--- config.mk ---
export PLATFORM = sky130hd
export DESIGN_NAME = serial_add_ctrl
export DESIGN_NICKNAME = d
export VERILOG_FILES = /design/src/rtl/serial_add_ctrl.sv
export SDC_FILE = /design/constraint.sdc
export NUM_CORES = 1
export LEC_CHECK = 0
export CORE_UTILIZATION = 51
export CTS_BUF_LIST = sky130_fd_sc_hd__clkbuf_2
export CTS_CLUSTER_SIZE = 8
export DETAILED_ROUTE_END_ITERATION = 16
export DONT_BUFFER_PORTS = 1
export GPL_ROUTABILITY_DRIVEN = 1
export PLACE_DENSITY = 0.68
export SLEW_MARGIN = 0
export SYNTH_ARGS = -nofsm -noshare
export SYNTH_HDL_FRONTEND = slang
export SYNTH_SLANG_ARGS = --single-unit
--- constraint.sdc ---
create_clock -name clk -period 2 [get_ports clk]
set_input_delay 0.3 -clock clk [delete_from_list [all_inputs] [get_ports clk]]
set_output_delay 0.3 -clock clk [all_outputs]
set_load 0.02 [all_outputs]
--- src/rtl/serial_add_ctrl.sv ---
// Purpose : bit-serial adder sequencer; drives one external full adder LSB-first.
// Latency : start sampled on edge 0, done high in the cycle after edge WIDTH.
// Backpr. : start is only honoured in IDLE; starts during RUN/DONE are dropped.
//
// Ports:
//   clk, rst_n                 clock (rising edge), async active-low reset
//   start, a_in, b_in, cin_in  request and operands, captured on an accepted start
//   busy, done                 busy while RUN; done pulses one cycle with new result
//   sum_out, cout_out          result registers, held until the next completion
//   fa_a, fa_b, fa_cin         to the external full adder (0 outside RUN)
//   fa_sum, fa_cout            combinational results back from the full adder
module serial_add_ctrl #(
  parameter int WIDTH = 8
) (
  input  logic             clk,
  input  logic             rst_n,
  input  logic             start,
  input  logic [WIDTH-1:0] a_in,
  input  logic [WIDTH-1:0] b_in,
  input  logic             cin_in,
  output logic             busy,
  output logic             done,
  output logic [WIDTH-1:0] sum_out,
  output logic             cout_out,
  output logic             fa_a,
  output logic             fa_b,
  output logic             fa_cin,
  input  logic             fa_sum,
  input  logic             fa_cout
);

  // One extra counter bit keeps the counter non-zero-width when WIDTH=1.
  localparam int CW = $clog2(WIDTH) + 1;
  localparam logic [CW-1:0] CNT_LAST = CW'(WIDTH - 1);

  typedef enum logic [1:0] {
    ST_IDLE = 2'd0,
    ST_RUN  = 2'd1,
    ST_DONE = 2'd2
  } state_t;

  state_t           state_q, state_d;
  logic [WIDTH-1:0] a_sr_q, a_sr_d;
  logic [WIDTH-1:0] b_sr_q, b_sr_d;
  logic [WIDTH-1:0] s_sr_q, s_sr_d;
  logic             carry_q, carry_d;
  logic [CW-1:0]    cnt_q, cnt_d;
  logic             busy_q, busy_d;
  logic             done_q, done_d;
  logic [WIDTH-1:0] sum_q, sum_d;
  logic             cout_q, cout_d;
  logic [WIDTH-1:0] s_next;

  // New sum bit enters at the MSB; after WIDTH shifts bit 0 of the sum
  // has walked down to position 0.
  assign s_next = WIDTH'({fa_sum, s_sr_q} >> 1);

  always_comb begin
    state_d = state_q;
    a_sr_d  = a_sr_q;
    b_sr_d  = b_sr_q;
    s_sr_d  = s_sr_q;
    carry_d = carry_q;
    cnt_d   = cnt_q;
    sum_d   = sum_q;
    cout_d  = cout_q;
    busy_d  = 1'b0;
    done_d  = 1'b0;

    case (state_q)
      ST_IDLE: begin
        if (start) begin
          a_sr_d  = a_in;
          b_sr_d  = b_in;
          carry_d = cin_in;
          cnt_d   = '0;
          busy_d  = 1'b1;
          state_d = ST_RUN;
        end
      end
      ST_RUN: begin
        a_sr_d  = a_sr_q >> 1;
        b_sr_d  = b_sr_q >> 1;
        s_sr_d  = s_next;
        carry_d = fa_cout;
        cnt_d   = cnt_q + CW'(1);
        if (cnt_q == CNT_LAST) begin
          // Final bit: publish the full result directly, including this bit.
          sum_d   = s_next;
          cout_d  = fa_cout;
          done_d  = 1'b1;
          state_d = ST_DONE;
        end else begin
          busy_d = 1'b1;
        end
      end
      ST_DONE: begin
        state_d = ST_IDLE;
      end
      default: begin
        state_d = ST_IDLE;
      end
    endcase
  end

  always_ff @(posedge clk or negedge rst_n) begin
    if (!rst_n) begin
      state_q <= ST_IDLE;
      a_sr_q  <= '0;
      b_sr_q  <= '0;
      s_sr_q  <= '0;
      carry_q <= 1'b0;
      cnt_q   <= '0;
      busy_q  <= 1'b0;
      done_q  <= 1'b0;
      sum_q   <= '0;
      cout_q  <= 1'b0;
    end else begin
      state_q <= state_d;
      a_sr_q  <= a_sr_d;
      b_sr_q  <= b_sr_d;
      s_sr_q  <= s_sr_d;
      carry_q <= carry_d;
      cnt_q   <= cnt_d;
      busy_q  <= busy_d;
      done_q  <= done_d;
      sum_q   <= sum_d;
      cout_q  <= cout_d;
    end
  end

  assign busy     = busy_q;
  assign done     = done_q;
  assign sum_out  = sum_q;
  assign cout_out = cout_q;

  // The full adder sees the current LSBs and carry only while running.
  assign fa_a   = (state_q == ST_RUN) & a_sr_q[0];
  assign fa_b   = (state_q == ST_RUN) & b_sr_q[0];
  assign fa_cin = (state_q == ST_RUN) & carry_q;

endmodule

==> reports/qor.yml <==
yosys-top-cells-area: "dfrtp_1 60%, nand2_1 7.5%, a22oi_1 7.0%"
clkLatencyLatePin_ns: 0.39
drc: 0
overflow: 0
timing.slew.headroom_pct: 49.6
slew_violations: 0
drtIter0Drc: 19
critical_path.top_delay_family: "flip-flops"
p_leak_nw: 0.857
grt_pass1_vias: 1212
synth_top_area_share_pct: 59.9
endpoint_kind: "output pin"
syn_nets: 179
antenna_found_initial: 0
syn_avg_cell_area_um2: 11.0
tightest_slew_ns: 0.754
synth_ff_type: "dfrtp_1"
synth_top_area_cell: "dfrtp_1"
synth-seq-area-share_pct: 59.9
start_kind: "register"
ys_top_cells_by_count: "41 x dfrtp_1, 34 x nand2_1, 16 x a22oi_1, 16 x o21ai_0, 10 x mux2_2"
io_buffers: 0
core-area_mm2: 0.00313
cts_tree: "done"
syn-instance-count: 156
die_y_um: 60.0
fin_nets: 192
postLayoutCellArea_mm2: 0.00191
io_pins: 36
synth_edf_count: 0
num_rows: 20
vias: 1192
period_share_pct: 91.3
dieArea_mm2: 0.00359
clockBufferDepth: 2
syn_to_final_growth_pct: 11.5
cts.sinks: 41
worst_clock_skew_ns: 0.0145
fp.dieW_um: 60.0
root_buffer: "clkbuf_2"
ant_nets: 0
pre_cts_slack_ns: 0.302
htreeDepth: 2
yosysMostFrequentCell: "dfrtp_1"
tns_ns: 0
hold_viol_final: 0
crit_type: "reg -> out"
path_clk_slew_ns: 0.20
avgViaCountPerCell: 5.57
place_congestion: 0.776
n_antenna_cell: 0
critPathRequiredTime_ns: 1.70
period_minus_slack_ns: 1.83
setup_slack_ns: 0.174
p_per_area_mw_per_mm2: 1550
fin_hold_ws_ns: 0.0902
syn_area_mm2: 0.00171
grt_pass1_wl_um: 5340
yosys_warnings: 0
worst-path-max-fanout: 14
p_total_mw: 2.97
dpl_cell_area_mm2: 0.00177
min_path_type: "in -> reg"
post_drt_wl_per_cell_um: 14.9
outcome: "finished clean"
critPathSlowestCell: "dfrtp_2"
cpPeakStageDelay_ns: 0.46
dp_hpwl_um: 2190
cts_buffers: 5
grt_max_degree: 42
worst_ep_arrival_time_ns: 1.53
globalRouteTotalUtil_pct: 20.6
crit_chain: "nor2b_1, buf_4, and2_1"
ys_ff_latch: 41
clock.fmax_mhz: 548
setup_viol: 0
critical_path_buf_inv_count: 1
synth-async-reset-ratio_pct: 100
drive_gt1_share_pct: 17.1
max_cap_violations: 0
ir_worst_vdd_mv: 0.584
drt_pass1_iterations: 4
synth.distinct_cells: 19
initial_utilization_pct: 54.8
wl_um: 3200
-- cell families (layout without fill, tap and decap cells) --
group                    count (synthesis)  after routing  share of synthesized area [%]
AND/OR/NAND/NOR                         52             52                           14.2
AO/OA/AOI/OAI                           44             44                           16.6
flip-flops                              41             41                           59.9
multiplexers                            10             10                           6.57
buffers and inverters                    8             22                           2.05
adder cells (fa/ha/maj)                  1              1                          0.730
-- per-stage QoR --
stage,util [%],cells
after floorplan,-,156
after global placement,56.6,197
after detailed placement,56.6,197
after CTS,59.6,209
after global routing,61.1,214
final,61.1,214
-- layout by cell type, fill, tap and decap left out --
master         count
dfrtp_1           40
nand2_1           34
a22oi_1           16
o21ai_0           16
mux2_2            10
nor2b_1            8
buf_4              7
a21oi_1            6
dlygate4sd3_1      6
clkbuf_2           5
a22o_1             4
and2_1             3
nor2_1             2
o21bai_2           1
nand2b_1           1
nor3_4             1
and2_2             1
nand3_1            1
o31ai_1            1
nor3_1             1
ha_1               1
clkinv_1           1
clkinv_4           1
clkinv_2           1
buf_12             1
dfrtp_2            1
-- what timing repair did --
| item | CTS | global route |
|---|---|---|
| hold buffers | 4 | 3 |
| endpoints found under the hold margin | 43 | 4 |
| setup buffers | 0 | 2 |
| resized for setup | 0 | 2 |
| endpoints found under the setup margin | 0 | 3 |
-- cell type report --
cell class	instances	area, um2
Timing Repair Buffer	14	133
Multi-Input combinational cell	107	653
Tap cell	44	55.1
Clock buffer	5	25.0
Sequential cell	41	1030
Fill cell	286	1220
Clock inverter	3	17.5
-- per-layer routing --
layer / vias up / global-route usage, % / share of wire, %
met3: 6 / 6.93 / 5.1
met1: 590 / 25.0 / 43
met5: - / 0 / 0
li1: 566 / - / -
met4: 0 / 6.98 / 1.4
met2: 30 / 34.3 / 50
-- registers in the layout, indices dropped and copies added (netlist names) --
name / flops
a_sr_q: 8
b_sr_q: 8
sum_out: 8
s_sr_q: 7
cnt_q: 4
state_q: 2
busy: 1
carry_q: 1
cout_out: 1
done: 1
-- power by group --
group          internal, mW  switching, mW
combinational         0.484          0.580
sequential             1.18          0.377
clock                0.0827          0.261
total                  1.75           1.22
-- final timing paths --
kind                       startpoint         end  slack (ns)  cells after the start
hold reg to reg             b_sr_q[1]   b_sr_q[1]        0.51                      2
setup / recovery           state_q[0]        fa_a        0.17                      3
min in group asynchronous       rst_n   s_sr_q[2]        0.34                      2
max in group asynchronous       rst_n   a_sr_q[0]        1.46                      2
hold / removal                b_in[0]   b_sr_q[0]        0.09                      2
setup reg to reg             cnt_q[0]  sum_out[2]        0.29                      4
No activity file was read; power rests on OpenSTA's default activity.
